--- config.mk ---
export PLATFORM = sky130hd
export DESIGN_NAME = mult32_seq_flat
export DESIGN_NICKNAME = d
export VERILOG_FILES = /design/src/rtl/mult32_seq_if.sv /design/src/rtl/mult32_seq.sv /design/src/flat_wrapper.sv
export SDC_FILE = /design/constraint.sdc
export NUM_CORES = 1
export LEC_CHECK = 0
export ABC_AREA = 1
export CAP_MARGIN = 20
export CORE_MARGIN = 1
export CORE_UTILIZATION = 35
export CTS_CLUSTER_DIAMETER = 200
export DETAILED_ROUTE_END_ITERATION = 10
export DONT_BUFFER_PORTS = 1
export PLACE_DENSITY = 0.6
export SKIP_LAST_GASP = 1
export SLEW_MARGIN = 20
export SYNTH_ARGS = -nofsm -noshare
export SYNTH_HDL_FRONTEND = slang
export SYNTH_SLANG_ARGS = --single-unit
--- constraint.sdc ---
create_clock -name CLK -period 19.13 [get_ports CLK]
set_input_delay 0 -clock CLK [delete_from_list [all_inputs] [get_ports CLK]]
set_output_delay 0 -clock CLK [all_outputs]
set_load 0.005 [all_outputs]
--- src/rtl/mult32_seq_if.sv ---
// Handshake and operand/result bundle for the sequential multiplier.
// The control unit drives the master side; mult32_seq takes the slave side.
interface mult32_seq_if #(
    parameter int WIDTH = 32
);
    logic             START;
    logic [WIDTH-1:0] A;
    logic [WIDTH-1:0] B;
    logic [WIDTH-1:0] HI;
    logic [WIDTH-1:0] LO;
    logic             BUSY;
    logic             DONE;

    modport master (output START, A, B, input HI, LO, BUSY, DONE);
    modport slave  (input START, A, B, output HI, LO, BUSY, DONE);
endinterface

--- src/rtl/mult32_seq.sv ---
// Multi-cycle shift-and-add multiplier: one WIDTH-bit ripple add per clock,
// accumulating a 2*WIDTH-bit product that is presented as HI:LO.
// Optional macro MULT_SIGNED_EN: two's-complement operands. Magnitudes are
// multiplied and the product is negated in an extra FIX cycle when the
// operand signs differ.
module mult32_seq #(
    parameter int WIDTH = 32
) (
    input  logic        CLK,
    input  logic        RST,
    mult32_seq_if.slave bus
);
    localparam int CW = $clog2(WIDTH);
    localparam logic [CW-1:0] CNT_LAST = CW'(WIDTH - 1);

`ifdef MULT_SIGNED_EN
    typedef enum logic [1:0] {S_IDLE, S_RUN, S_FIX, S_DONE} state_t;
`else
    typedef enum logic [1:0] {S_IDLE, S_RUN, S_DONE} state_t;
`endif

    // Half/full-adder ripple chain; carry-out returned in the MSB.
    function automatic logic [WIDTH:0] ripple_add(input logic [WIDTH-1:0] x,
                                                  input logic [WIDTH-1:0] y,
                                                  input logic             cin);
        logic [WIDTH-1:0] s;
        logic             c;
        c = cin;
        for (int i = 0; i < WIDTH; i++) begin
            s[i] = x[i] ^ y[i] ^ c;
            c    = (x[i] & y[i]) | (c & (x[i] ^ y[i]));
        end
        return {c, s};
    endfunction

    state_t           state_q, state_d;
    logic [WIDTH-1:0] mcand_q, mcand_d;
    logic [WIDTH-1:0] acc_hi_q, acc_hi_d;
    logic [WIDTH-1:0] acc_lo_q, acc_lo_d;
    logic [CW-1:0]    cnt_q, cnt_d;
    logic [WIDTH-1:0] hi_q, hi_d;
    logic [WIDTH-1:0] lo_q, lo_d;
    logic             busy_q, busy_d;
    logic             done_q, done_d;
    logic [WIDTH:0]   run_sum;

    // Conditional add of the multiplicand; the carry bit is kept so that it
    // shifts into the accumulator rather than being lost.
    assign run_sum = acc_lo_q[0] ? ripple_add(acc_hi_q, mcand_q, 1'b0)
                                 : {1'b0, acc_hi_q};

`ifdef MULT_SIGNED_EN
    logic             neg_q, neg_d;

    // Two's-complement magnitude: invert and add 1 through the adder chain.
    // The most-negative value maps to 2^(WIDTH-1) read as unsigned.
    function automatic logic [WIDTH-1:0] magnitude(input logic [WIDTH-1:0] x);
        logic [WIDTH:0] t;
        t = ripple_add(~x, {WIDTH{1'b0}}, 1'b1);
        return x[WIDTH-1] ? t[WIDTH-1:0] : x;
    endfunction

    // Negate the full product: the +1 ripples out of LO into HI.
    function automatic logic [2*WIDTH-1:0] negate2w(input logic [WIDTH-1:0] h,
                                                    input logic [WIDTH-1:0] l);
        logic [WIDTH:0] tl;
        logic [WIDTH:0] th;
        tl = ripple_add(~l, {WIDTH{1'b0}}, 1'b1);
        th = ripple_add(~h, {WIDTH{1'b0}}, tl[WIDTH]);
        return {th[WIDTH-1:0], tl[WIDTH-1:0]};
    endfunction
`endif

    // Next-state, datapath and registered-output computation.
    always_comb begin
        state_d  = state_q;
        mcand_d  = mcand_q;
        acc_hi_d = acc_hi_q;
        acc_lo_d = acc_lo_q;
        cnt_d    = cnt_q;
        hi_d     = hi_q;
        lo_d     = lo_q;
`ifdef MULT_SIGNED_EN
        neg_d    = neg_q;
`endif
        case (state_q)
            S_IDLE: begin
                if (bus.START) begin
`ifdef MULT_SIGNED_EN
                    neg_d    = bus.A[WIDTH-1] ^ bus.B[WIDTH-1];
                    mcand_d  = magnitude(bus.A);
                    acc_lo_d = magnitude(bus.B);
`else
                    mcand_d  = bus.A;
                    acc_lo_d = bus.B;
`endif
                    acc_hi_d = '0;
                    cnt_d    = '0;
                    state_d  = S_RUN;
                end
            end
            S_RUN: begin
                {acc_hi_d, acc_lo_d} = {run_sum, acc_lo_q[WIDTH-1:1]};
                cnt_d = cnt_q + CW'(1);
                if (cnt_q == CNT_LAST) begin
`ifdef MULT_SIGNED_EN
                    state_d = S_FIX;
`else
                    state_d = S_DONE;
                    hi_d    = acc_hi_d;
                    lo_d    = acc_lo_d;
`endif
                end
            end
`ifdef MULT_SIGNED_EN
            S_FIX: begin
                if (neg_q) begin
                    {acc_hi_d, acc_lo_d} = negate2w(acc_hi_q, acc_lo_q);
                end
                state_d = S_DONE;
                hi_d    = acc_hi_d;
                lo_d    = acc_lo_d;
            end
`endif
            S_DONE: begin
                state_d = S_IDLE;
            end
            default: begin
                state_d = S_IDLE;
            end
        endcase
`ifdef MULT_SIGNED_EN
        busy_d = (state_d == S_RUN) || (state_d == S_FIX);
`else
        busy_d = (state_d == S_RUN);
`endif
        done_d = (state_d == S_DONE);
    end

    // State and output registers; reset aborts any operation in flight.
    always_ff @(posedge CLK or negedge RST) begin
        if (!RST) begin
            state_q  <= S_IDLE;
            mcand_q  <= '0;
            acc_hi_q <= '0;
            acc_lo_q <= '0;
            cnt_q    <= '0;
            hi_q     <= '0;
            lo_q     <= '0;
            busy_q   <= 1'b0;
            done_q   <= 1'b0;
`ifdef MULT_SIGNED_EN
            neg_q    <= 1'b0;
`endif
        end else begin
            state_q  <= state_d;
            mcand_q  <= mcand_d;
            acc_hi_q <= acc_hi_d;
            acc_lo_q <= acc_lo_d;
            cnt_q    <= cnt_d;
            hi_q     <= hi_d;
            lo_q     <= lo_d;
            busy_q   <= busy_d;
            done_q   <= done_d;
`ifdef MULT_SIGNED_EN
            neg_q    <= neg_d;
`endif
        end
    end

    assign bus.HI   = hi_q;
    assign bus.LO   = lo_q;
    assign bus.BUSY = busy_q;
    assign bus.DONE = done_q;
endmodule

--- src/flat_wrapper.sv ---
// flat-port wrapper written by rule: the top's interface ports become plain ports
module mult32_seq_flat 
#(
    parameter int WIDTH = 32
)
  (CLK, RST, bus_START, bus_A, bus_B, bus_HI, bus_LO, bus_BUSY, bus_DONE);
  mult32_seq_if #(.WIDTH(WIDTH)) bus_i ();
  input  logic CLK;
  input  logic RST;
  input wire logic [$bits(bus_i.START)-1:0] bus_START;
  input wire logic [$bits(bus_i.A)-1:0] bus_A;
  input wire logic [$bits(bus_i.B)-1:0] bus_B;
  output wire logic [$bits(bus_i.HI)-1:0] bus_HI;
  output wire logic [$bits(bus_i.LO)-1:0] bus_LO;
  output wire logic [$bits(bus_i.BUSY)-1:0] bus_BUSY;
  output wire logic [$bits(bus_i.DONE)-1:0] bus_DONE;
  assign bus_i.START = bus_START;
  assign bus_i.A = bus_A;
  assign bus_i.B = bus_B;
  assign bus_HI = bus_i.HI;
  assign bus_LO = bus_i.LO;
  assign bus_BUSY = bus_i.BUSY;
  assign bus_DONE = bus_i.DONE;
  mult32_seq #(.WIDTH(WIDTH)) u_core (.CLK(CLK), .RST(RST), .bus(bus_i));
endmodule
==> flow_summary.toml <==
[yosys]
ys_ff_latch = 169
ys_types = 20
yosysWarnings = 0
synth_fp_nets = 1034
syn_area_um2 = 7890
synth_area_per_cell_um2 = 8.45
postSynthCellCount = 933
yosysSeqAreaShare = 0.536

[sta]
slew_violations = 0
hold_viol = 0
rsz0062_at_grt = "no"
fmax_ghz = 0.0653
setup_viol = 0
fin_skew_ns = 0.00922
tns_ns = 0
final.min_clock_period_ns = 15.31
tightest_slew_ns = 1.09
max_slew_margin = 0.275
min_period_over_period = 0.800

[drt]
wl_per_cell_um = 15.1
vias = 6232
routed_wl_um = 19800
via_per_inst = 4.75
drtAntennaViolNets = 0
drt_iter0_drc = 369
drc = 12
dr.pass1.iters = 7

[clock_network]
clk_path_buf_depth = 2
clk_latency_ns = 0.41
cts.repair.resized = 0
post-cts-setup-buffer-count = 0
cts_max_level = 4
hold_buffers = 115
cts_tree = "done"
cts.sinks = 169
path_clk_slew_ns = 0.06
clock-root-buffer = "clkbuf_16"
cts_made_buffers = 17

[critical_path]
cp-start-kind = "flip-flop"
worstSetupEndpointType = "flip-flop"
critPathMaxStageDelay_ns = 0.54
path_class = "flip-flop to flip-flop"
required_ns = 19.44
r2r-start = "u_core.acc_hi_q[0]"
cpMaxStageDelayCell = "fa_1"
cp_data_arrival_time_ns = 15.62
reg2regPathDepth = 38
reg2reg_setup_slack_ns = 3.82
r2r-end = "u_core.acc_hi_q[30]"
cp_max_fo = 3
critPathMostFrequentCell = "fa_1"

[floorplan]
rows = 54
die_x_um = 152
ioPinCount = 133
design.core.area_um2 = 22000
dieArea_um2 = 23100
start_util = 0.359
die_h_um = 152

[status]
violations = "design-rule violations"
run_status = "complete, but fails checks"

[global_routing]
grt_usage = 0.183
grt-ovfl-total = 0
first_global_vias = 6514
grt_start_max_net_pins = 170
grt_pass1_wl_um = 33900
antenna_found_initial = 3

[placed_design]
gp_congestion = 0.747
hpwl_um = 11700
port_buffers = 0

[finish]
drive_gt1_frac = 0.0408
syn2layout_area_growth_pct = 23.9
fin_util = 0.445
fin_nets = 1119

[power]
cellPowerDensity_nw_per_um2 = 150
worst_ir_drop_vdd_uv = 59.1
power_mw = 1.46
power.static_leakage_nw = 4.83

[run]
maxCapViolCount = 0

[hold_path]
hold_path_class = "input pin to asynchronous set/reset pin"
-- worst max path at each step --
stage                             startpoint                   to
final                     u_core.acc_hi_q[0]  u_core.acc_hi_q[30]
after global routing      u_core.acc_hi_q[0]  u_core.acc_hi_q[30]
after CTS                 u_core.acc_hi_q[0]  u_core.acc_hi_q[30]
after detailed placement  u_core.acc_hi_q[0]  u_core.acc_hi_q[30]
after global placement    u_core.acc_hi_q[0]  u_core.acc_hi_q[30]
after floorplan           u_core.acc_hi_q[0]  u_core.acc_hi_q[30]
-- layout make-up --
type	instances	area (um^2)
fillers	2148	12200
flip-flops and latches	169	4230
multi-input cells	671	3250
repair buffers	120	1230
clock buffers	24	492
well taps	280	350
inverters	39	146
clock inverters	6	66.3
diodes	3	7.51
-- cells in the final DEF, fill, tap and decap left out --
cell type | netlist | routed
nand2_1 | 495 | 494
a21oi_1 | 1 | 1
buf_4 | 11 | 4
dlygate4sd3_1 | 0 | 114
nand4_1 | 1 | 1
clkinv_4 | 0 | 1
inv_2 | 3 | 3
nor2_2 | 1 | 1
nand2_2 | 1 | 2
clkbuf_16 | 0 | 17
clkbuf_8 | 0 | 4
dfrtp_1 | 169 | 168
o21ai_4 | 0 | 1
bufinv_16 | 0 | 1
buf_16 | 0 | 2
clkinvlp_4 | 0 | 3
inv_1 | 36 | 36
ha_1 | 3 | 3
o21ai_1 | 3 | 3
clkbuf_1 | 23 | 3
fa_1 | 31 | 31
dfrtp_2 | 0 | 1
clkinv_2 | 0 | 1
diode_2 | 0 | 3
o21ai_0 | 63 | 63
nor2_8 | 1 | 1
nor2_1 | 4 | 4
nand3_1 | 66 | 66
-- metal layers --
layer,part of all wire,global-route usage,vias up,routed length [um]
met5,0,0,-,0
met4,0.013,0.0549,0,257
met3,0.040,0.0419,14,800
met2,0.48,0.297,107,9590
met1,0.46,0.243,3051,9150
li1,-,-,3060,-
-- cells by family (layout without fill, tap and decap cells) --
group,count (synthesis),after routing,share of synthesized area
other,0,3,0
flip-flops,169,169,0.536
adder cells (fa/ha/maj),34,34,0.0835
AO/OA/AOI/OAI,68,68,0.0436
buffers and inverters,93,189,0.0524
AND/OR/NAND/NOR,569,569,0.284
-- per-stage QoR --
stage               setup WS (ns)  instance area [um^2]  hold slack [ns]  instances
detailed placement           3.73                  8040           -0.289       1164
global route                 3.16                  9770            0.273       1312
global placement             3.94                  8010           -0.288       1163
floorplan                    4.35                  7890           -0.296        933
finish                       3.82                  9770            0.259       1312
CTS                          3.70                  9770            0.246       1309
-- power breakdown --
part | internal, mW | switching (mW)
Sequential | 0.504 | 0.133
Clock | 0.192 | 0.139
Combinational | 0.213 | 0.280
-- synth_stat cells --
library cell  count  share of area
dfrtp_1         169           0.54
nor2_1            4         0.0019
nand2_1         495           0.24
buf_1             2        0.00095
ha_1              3         0.0048
nand4_1           1        0.00079
nand2_2           1        0.00079
nor2_2            1        0.00079
inv_2             3         0.0014
nand3_1          66          0.042
o21ai_1           3         0.0019
inv_1            36          0.017
o21ai_0          63          0.040
buf_2            18          0.011
a21oi_1           1        0.00063
buf_4            11          0.010
fa_1             31          0.079
clkbuf_1         23          0.011
o21ai_2           1         0.0011
nor2_8            1         0.0025
-- registers in the layout, indices dropped and copies added (netlist names) --
signal           cells
u_core.acc_hi_q     32
u_core.acc_lo_q     32
u_core.bus.BUSY      1
u_core.bus.DONE      1
u_core.bus.HI       32
u_core.bus.LO       32
u_core.cnt_q         5
u_core.mcand_q      32
u_core.state_q       2
-- critical path: cells and delay by family (launching register included) --
kind | cells | cell delay (ns)
fa+ha+maj | 32 | 14.34
simple gates | 3 | 0.21
compound gates | 1 | 0.10
buf+inv | 2 | 0.13
flops | 1 | 0.39
Note: power is estimated with default switching activity, not from simulation.
